<file path="config.mk">
export PLATFORM = sky130hd
export DESIGN_NAME = ifetch_flat
export DESIGN_NICKNAME = d
export VERILOG_FILES = /design/src/rtl/ifetch_pkg.sv /design/src/rtl/ifetch_if.sv /design/src/rtl/ifetch.sv /design/src/flat_wrapper.sv
export SDC_FILE = /design/constraint.sdc
export NUM_CORES = 1
export LEC_CHECK = 0
export BUFFER_PORTS_ARGS = -buffer_cell sky130_fd_sc_hd__buf_2
export CAP_MARGIN = 10
export CORE_MARGIN = 3
export CORE_UTILIZATION = 38
export CTS_CLUSTER_DIAMETER = 80
export DETAILED_ROUTE_END_ITERATION = 12
export PLACE_DENSITY = 0.78
export SYNTH_ARGS = -nofsm -noshare
export SYNTH_HDL_FRONTEND = slang
export SYNTH_SLANG_ARGS = --single-unit
</file>
<file path="constraint.sdc">
create_clock -name clk -period 2 [get_ports clk]
set_clock_uncertainty 0.15 [all_clocks]
set_input_delay 0.4 -clock clk [delete_from_list [all_inputs] [get_ports clk]]
set_output_delay 0.4 -clock clk [all_outputs]
set_load 0.02 [all_outputs]
</file>
<file path="src/rtl/ifetch_pkg.sv">
// ifetch_pkg: shared types and constants for the instruction fetch stage.
// The optional IFETCH_ALIGN_CHECK_EN feature (misaligned-redirect fault)
// is selected inside ifetch.sv.
package ifetch_pkg;

  // Fetch sequencing states.
  typedef enum logic [1:0] {
    ST_BOOT = 2'd0,
    ST_RUN  = 2'd1,
    ST_HALT = 2'd2
  } state_e;

  localparam logic [31:0] INSN_BYTES         = 32'd4;
  localparam logic [31:0] IFETCH_RESET_PC    = 32'h0000_0000;
  localparam int          IFETCH_ADDR_WIDTH  = 14;
  localparam int          IFETCH_DATA_WIDTH  = 32;

  // A byte address is a legal instruction address only when word aligned.
  function automatic logic is_misaligned(input logic [31:0] byte_addr);
    return (byte_addr[1:0] != 2'b00);
  endfunction

endpackage

</file>
<file path="src/rtl/ifetch_if.sv">
// ifetch_if: ROM port, redirect port and decoder handshake of the fetch
// stage. master = fetch stage, slave = surrounding core (ROM/execute/decode).
interface ifetch_if
  import ifetch_pkg::*;
#(
  parameter int AW = IFETCH_ADDR_WIDTH,
  parameter int DW = IFETCH_DATA_WIDTH
);
  logic [AW-1:0] rom_addr;
  logic [DW-1:0] rom_q;
  logic          redirect_valid;
  logic [31:0]   redirect_pc;
  logic          instr_valid;
  logic          instr_ready;
  logic [DW-1:0] instr;
  logic [31:0]   instr_pc;
  logic          fetch_fault;

  modport master (
    output rom_addr, instr_valid, instr, instr_pc, fetch_fault,
    input  rom_q, redirect_valid, redirect_pc, instr_ready
  );

  modport slave (
    input  rom_addr, instr_valid, instr, instr_pc, fetch_fault,
    output rom_q, redirect_valid, redirect_pc, instr_ready
  );
endinterface

</file>
<file path="src/rtl/ifetch.sv">
// ifetch: program counter and fetch sequencing in front of a synchronous
// instruction ROM with one cycle of read latency. pc_q always names the word
// currently on rom_q; the address issued this cycle becomes next cycle's pc_q.
// Optional macro IFETCH_ALIGN_CHECK_EN: misaligned redirects halt fetch and
// raise fetch_fault until an aligned redirect arrives.
module ifetch
  import ifetch_pkg::*;
#(
  parameter logic [31:0] RESET_PC      = IFETCH_RESET_PC,
  parameter int          ADDRESS_WIDTH = IFETCH_ADDR_WIDTH,
  parameter int          DATA_WIDTH    = IFETCH_DATA_WIDTH
) (
  input  logic     clk,
  input  logic     rst_n,
  ifetch_if.master bus
);

  state_e      state_q, state_d;
  logic [31:0] pc_q, pc_d;
  logic        fault_q, fault_d;
  logic        valid_s;
  logic        misaligned_s;
  logic [31:0] target_s;

  // A pending redirect kills the word on rom_q: it is on the wrong path.
  assign valid_s = (state_q == ST_RUN) && !bus.redirect_valid;

  // Redirect target qualification; without alignment checking the low two
  // bits are dropped so the word address is used.
  always_comb begin
    misaligned_s = 1'b0;
    target_s     = bus.redirect_pc;
`ifdef IFETCH_ALIGN_CHECK_EN
    misaligned_s = is_misaligned(bus.redirect_pc);
    target_s     = bus.redirect_pc;
`else
    misaligned_s = 1'b0;
    target_s     = bus.redirect_pc & ~32'h0000_0003;
`endif
  end

  // State, PC and fault registers; reset returns to BOOT at RESET_PC.
  always_ff @(posedge clk or negedge rst_n) begin
    if (!rst_n) begin
      state_q <= ST_BOOT;
      pc_q    <= RESET_PC;
      fault_q <= 1'b0;
    end else begin
      state_q <= state_d;
      pc_q    <= pc_d;
      fault_q <= fault_d;
    end
  end

  // Next state and issue PC (pc_d is the address sent to the ROM this cycle).
  always_comb begin
    state_d = state_q;
    pc_d    = pc_q;
    fault_d = fault_q;
    if (bus.redirect_valid) begin
      pc_d = target_s;
      if (misaligned_s) begin
        state_d = ST_HALT;
        fault_d = 1'b1;
      end else begin
        state_d = ST_RUN;
        fault_d = 1'b0;
      end
    end else begin
      case (state_q)
        ST_BOOT: begin
          state_d = ST_RUN;
          pc_d    = pc_q;
        end
        ST_RUN: begin
          state_d = ST_RUN;
          if (bus.instr_ready) begin
            pc_d = pc_q + INSN_BYTES;
          end else begin
            pc_d = pc_q;
          end
        end
        ST_HALT: begin
          state_d = ST_HALT;
          pc_d    = pc_q;
        end
        default: begin
          // Illegal encoding: restart fetch from the current PC.
          state_d = ST_BOOT;
          pc_d    = pc_q;
        end
      endcase
    end
  end

  // Outputs: ROM address from the issue PC, instruction passthrough.
  always_comb begin
    bus.rom_addr    = pc_d[ADDRESS_WIDTH+1:2];
    bus.instr_valid = valid_s;
    bus.instr       = bus.rom_q;
    bus.instr_pc    = pc_q;
    bus.fetch_fault = fault_q;
  end

endmodule

</file>
<file path="src/flat_wrapper.sv">
// flat-port wrapper written by rule: the top's interface ports become plain ports
module ifetch_flat import ifetch_pkg::*;
#(
  parameter logic [31:0] RESET_PC      = IFETCH_RESET_PC,
  parameter int          ADDRESS_WIDTH = IFETCH_ADDR_WIDTH,
  parameter int          DATA_WIDTH    = IFETCH_DATA_WIDTH
)
  (clk, rst_n, bus_rom_addr, bus_instr_valid, bus_instr, bus_instr_pc, bus_fetch_fault, bus_rom_q, bus_redirect_valid, bus_redirect_pc, bus_instr_ready);
  ifetch_if #(.AW((14)), .DW(32)) bus_i ();
  input  logic clk;
  input  logic rst_n;
  output wire logic [$bits(bus_i.rom_addr)-1:0] bus_rom_addr;
  output wire logic [$bits(bus_i.instr_valid)-1:0] bus_instr_valid;
  output wire logic [$bits(bus_i.instr)-1:0] bus_instr;
  output wire logic [$bits(bus_i.instr_pc)-1:0] bus_instr_pc;
  output wire logic [$bits(bus_i.fetch_fault)-1:0] bus_fetch_fault;
  input wire logic [$bits(bus_i.rom_q)-1:0] bus_rom_q;
  input wire logic [$bits(bus_i.redirect_valid)-1:0] bus_redirect_valid;
  input wire logic [$bits(bus_i.redirect_pc)-1:0] bus_redirect_pc;
  input wire logic [$bits(bus_i.instr_ready)-1:0] bus_instr_ready;
  assign bus_rom_addr = bus_i.rom_addr;
  assign bus_instr_valid = bus_i.instr_valid;
  assign bus_instr = bus_i.instr;
  assign bus_instr_pc = bus_i.instr_pc;
  assign bus_fetch_fault = bus_i.fetch_fault;
  assign bus_i.rom_q = bus_rom_q;
  assign bus_i.redirect_valid = bus_redirect_valid;
  assign bus_i.redirect_pc = bus_redirect_pc;
  assign bus_i.instr_ready = bus_instr_ready;
  ifetch #(.RESET_PC(RESET_PC), .ADDRESS_WIDTH(ADDRESS_WIDTH), .DATA_WIDTH(DATA_WIDTH)) u_core (.clk(clk), .rst_n(rst_n), .bus(bus_i));
endmodule
</file>
==> impl_summary.txt <==
----------------------------------------------------
[Outcome]
  Outcome ... complete, but fails checks
  Violations in the final reports ... setup timing

[Routing]
  DRC errors left ... 0
  Number of vias per cell ... 5.386
  1st-pass router iterations ... 4
  Detailed-route wire length per cell ... 16.13 µm
  Number of antenna-violating nets in the routed design ... 0
  DRT iter0 DRCs ... 175
  Wire length after detailed routing ... 7.064 mm
  Via count of the routed design ... 2359

[Worst setup path]
  Critical path data required time ... 1.45 ns
  Setup CP Type ... reg -> out
  CP Capture Type ... output port
  Critical path launch point type ... flop
  Data arrival time of the critical path ... 1.88 ns
  Largest fanout of any net on the critical path ... 5

[STA]
  Min Tclk post-route ... 2.433 ns
  Period utilization ... 121.6%
  Slew Viols, Final ... 0
  Max Fclk ... 0.4111 GHz
  Final count of hold timing violations ... 0
  Min setup slack post-route ... -0.4327 ns
  Setup repair after global routing missed its margin ... true
  Number of setup violations in the final report ... 31
  Sum of negative setup slack ... -9.485 ns

[Min path]
  Type of the worst min-delay path ... in -> reg

[Die]
  Total core area ... 5642 µm²
  Die Wd ... 83.05 µm
  FP Rows ... 27
  Top-level I/O count ... 148
  Die Area ... 6897 µm²
  Die height ... 83.05 µm
  Effective utilization at floorplan ... 39.99%

[GRT]
  Total congestion overflow after global routing ... 0
  Overall global routing resource usage ... 19.67%
  Initial antenna violation count ... 0
  Number of global-route vias before repair ... 2373
  Maximum number of pins on one net before global-route repair ... 31
  Global-route wire length before repair ... 11.23 mm

[Synth]
  Portion of the post-synthesis area used by sequential elements ... 35.50%
  Share of flip-flops with an asynchronous set or reset after synthesis ... 100.0%
  FF+latch count, synth ... 32
  Number of distinct library cell variants in the gate-level netlist after synthesis ... 40
  Cell type with the largest total area after synthesis ... dfrtp_1
  Number of warnings issued by yosys ... 0
  Count of mapped cells out of synthesis ... 269
  Post-synth top area share ... 35.50%
  Area of the mapped netlist ... 2256 µm²
  EDFF count, synth ... 0
  Top_reg_cell synth ... dfrtp_1
  Top area cells in the synthesized netlist ... dfrtp_1 (35%), buf_4 (16%), nand2_1 (4.8%), or4_1 (4.7%), o31ai_1 (4.0%)
  Mapped Avg Cell Area ... 8.386 µm²

[Clock tree]
  CTS sink cnt ... 32
  Longest Clk Path Bufs ... 2
  Root Buffer Master ... clkbuf_8
  TritonCTS buffer count ... 5
  Clock latency on the worst-skew pair ... 0.29 ns
  Clock transition at path regs ... 0.07 ns
  CTS H-tree depth ... 2
  CTS tree ... done

[Power and ir drop]
  PwrDens ... 608.0 nW/µm²
  Max VDD drop ... 0.0003448 V
  Total Power ... 2017 µW
  Static leakage ... 0.001484 µW

[Job]
  Max-capacitance violation count ... 0

[Cells and area]
  Share of final-layout standard cells stronger than drive strength 1 ... 53.83%
  Nets@finish ... 434
  Diodes inserted ... 0
  Layout-stage area growth over the synthesis result ... 47.03%
  Cell area after layout ... 3317 µm²
  Total of fill cells in the finished design ... 485

[Place]
  Global placer's final weighted congestion ... 0.8115
  Pre-CTS setup slack ... -0.2727 ns
  Dpl cell area ... 2720 µm²
  Detailed placement HPWL ... 4.707 mm
  PortBufs ... 78

----------------------------------------------------
[power breakdown]
group | switching (µW) | total (µW) | internal [µW]
Clock | 256 | 535 | 280
Combinational | 386 | 701 | 315
Sequential | 71.0 | 781 | 710
[registers in the layout, summed over array words and instances, names as in the netlist]
signal               flops
u_core.bus.instr_pc     30
u_core.state_q           2
[final timing paths]
kind	startpoint	to	slack (ns)	depth (start not counted)
hold reg to reg	u_core.state_q[0]	u_core.state_q[1]	0.39	2
min in group asynchronous	rst_n	u_core.bus.instr_pc[27]	0.44	2
hold / removal	bus_redirect_pc[16]	u_core.bus.instr_pc[16]	0.20	3
max in group asynchronous	rst_n	u_core.bus.instr_pc[11]	0.81	3
setup / recovery	u_core.state_q[1]	bus_rom_addr[5]	-0.43	7
setup reg to reg	u_core.state_q[1]	u_core.bus.instr_pc[31]	-0.40	5
[per-stage QoR]
stage / utilization (%) / cells / hold slack (ns)
global placement: 48.21 / 406 / 0.2032
CTS: 55.71 / 429 / 0.1866
floorplan: - / 271 / -0.04559
finish: 58.79 / 438 / 0.2005
detailed placement: 48.21 / 406 / 0.2187
global route: 58.79 / 438 / 0.2117
[synthesized netlist by cell type, types with 3 or more instances]
library cell  instances
a31oi_1              13
and4_1                3
buf_4                49
clkbuf_1             11
dfrtp_1              32
inv_1                 8
nand2_1              29
nand3_1              12
nand4_1               6
nor2_1               20
nor3_1                5
nor4_1                4
o21ai_0              14
o31ai_1              12
or3_1                 4
or4_1                14
xnor2_1              10
[critical path, cell delays in order (launching register included)]
cell and delay, ns:
dfrtp_1 0.38, nand3b_1 0.27, buf_6 0.20, buf_4 0.14, nor3_4 0.12, xnor2_1 0.10
o21ai_1 0.20, buf_4 0.18
[layout by cell type, fill, tap and decap left out, types with 2 or more instances in the layout]
| cell | n |
|---|---|
| buf_4 | 65 |
| buf_2 | 64 |
| nand2_1 | 27 |
| dfrtp_1 | 22 |
| nor2_1 | 19 |
| buf_6 | 16 |
| a31oi_1 | 12 |
| o31ai_1 | 11 |
| o21ai_1 | 10 |
| or4_1 | 10 |
| dfrtp_2 | 10 |
| nand3_1 | 9 |
| inv_1 | 8 |
| xnor2_1 | 8 |
| nand4_1 | 6 |
| or4_4 | 6 |
| clkbuf_8 | 6 |
| nor4_4 | 4 |
| or3_1 | 4 |
| nor3_4 | 3 |
| and4_1 | 3 |
| conb_1 | 3 |
| nor3_2 | 2 |
| nand3_2 | 2 |
| xnor2_2 | 2 |
| o21ai_2 | 2 |
| o21ai_0 | 2 |
[repair_timing]
item                                    CTS  global route
setup buffers                            12            10
endpoints found under the setup margin   30            30
pin swaps                                41            23
hold buffers                              1             0
endpoints found under the hold margin    16             0
cloned                                    2             0
gates resized for setup                  62            22
[metal layers]
metal	wire [µm]	part of all wire, %	track usage [%]	vias up
met3	519	7.3	4.663	15
met2	3502	50	34.77	109
met1	2895	41	23.21	1120
li1	-	-	-	1115
met4	146	2.1	6.686	0
met5	0	0	0	-
[cell families (layout without fill, tap and decap cells)]
| group | count (synthesis) | after routing | synth area share [%] |
|---|---|---|---|
| and+or+nand+nor | 108 | 109 | 26.12 |
| buffers and inverters | 69 | 163 | 19.69 |
| AOI/OAI and AO/OA | 46 | 46 | 13.26 |
| DFF | 32 | 32 | 35.50 |
| xor gates and xnor gates | 11 | 11 | 4.271 |
| adders and majority gates | 1 | 1 | 0.5545 |
| other | 1 | 3 | 0.1662 |
| muxes | 1 | 1 | 0.4437 |
[area by class of cell]
type / instances / area [µm²] / area share [%]
clock buffer: 7 / 86.33 / 2.603
clock inverter: 1 / 7.507 / 0.2263
inverter: 8 / 30.03 / 0.9053
multi-input combinational: 171 / 1271 / 38.33
sequential: 32 / 813.3 / 24.52
tap: 72 / 90.09 / 2.716
timing repair buffer: 147 / 1018 / 30.71
Note: power is estimated with default switching activity, not from simulation.
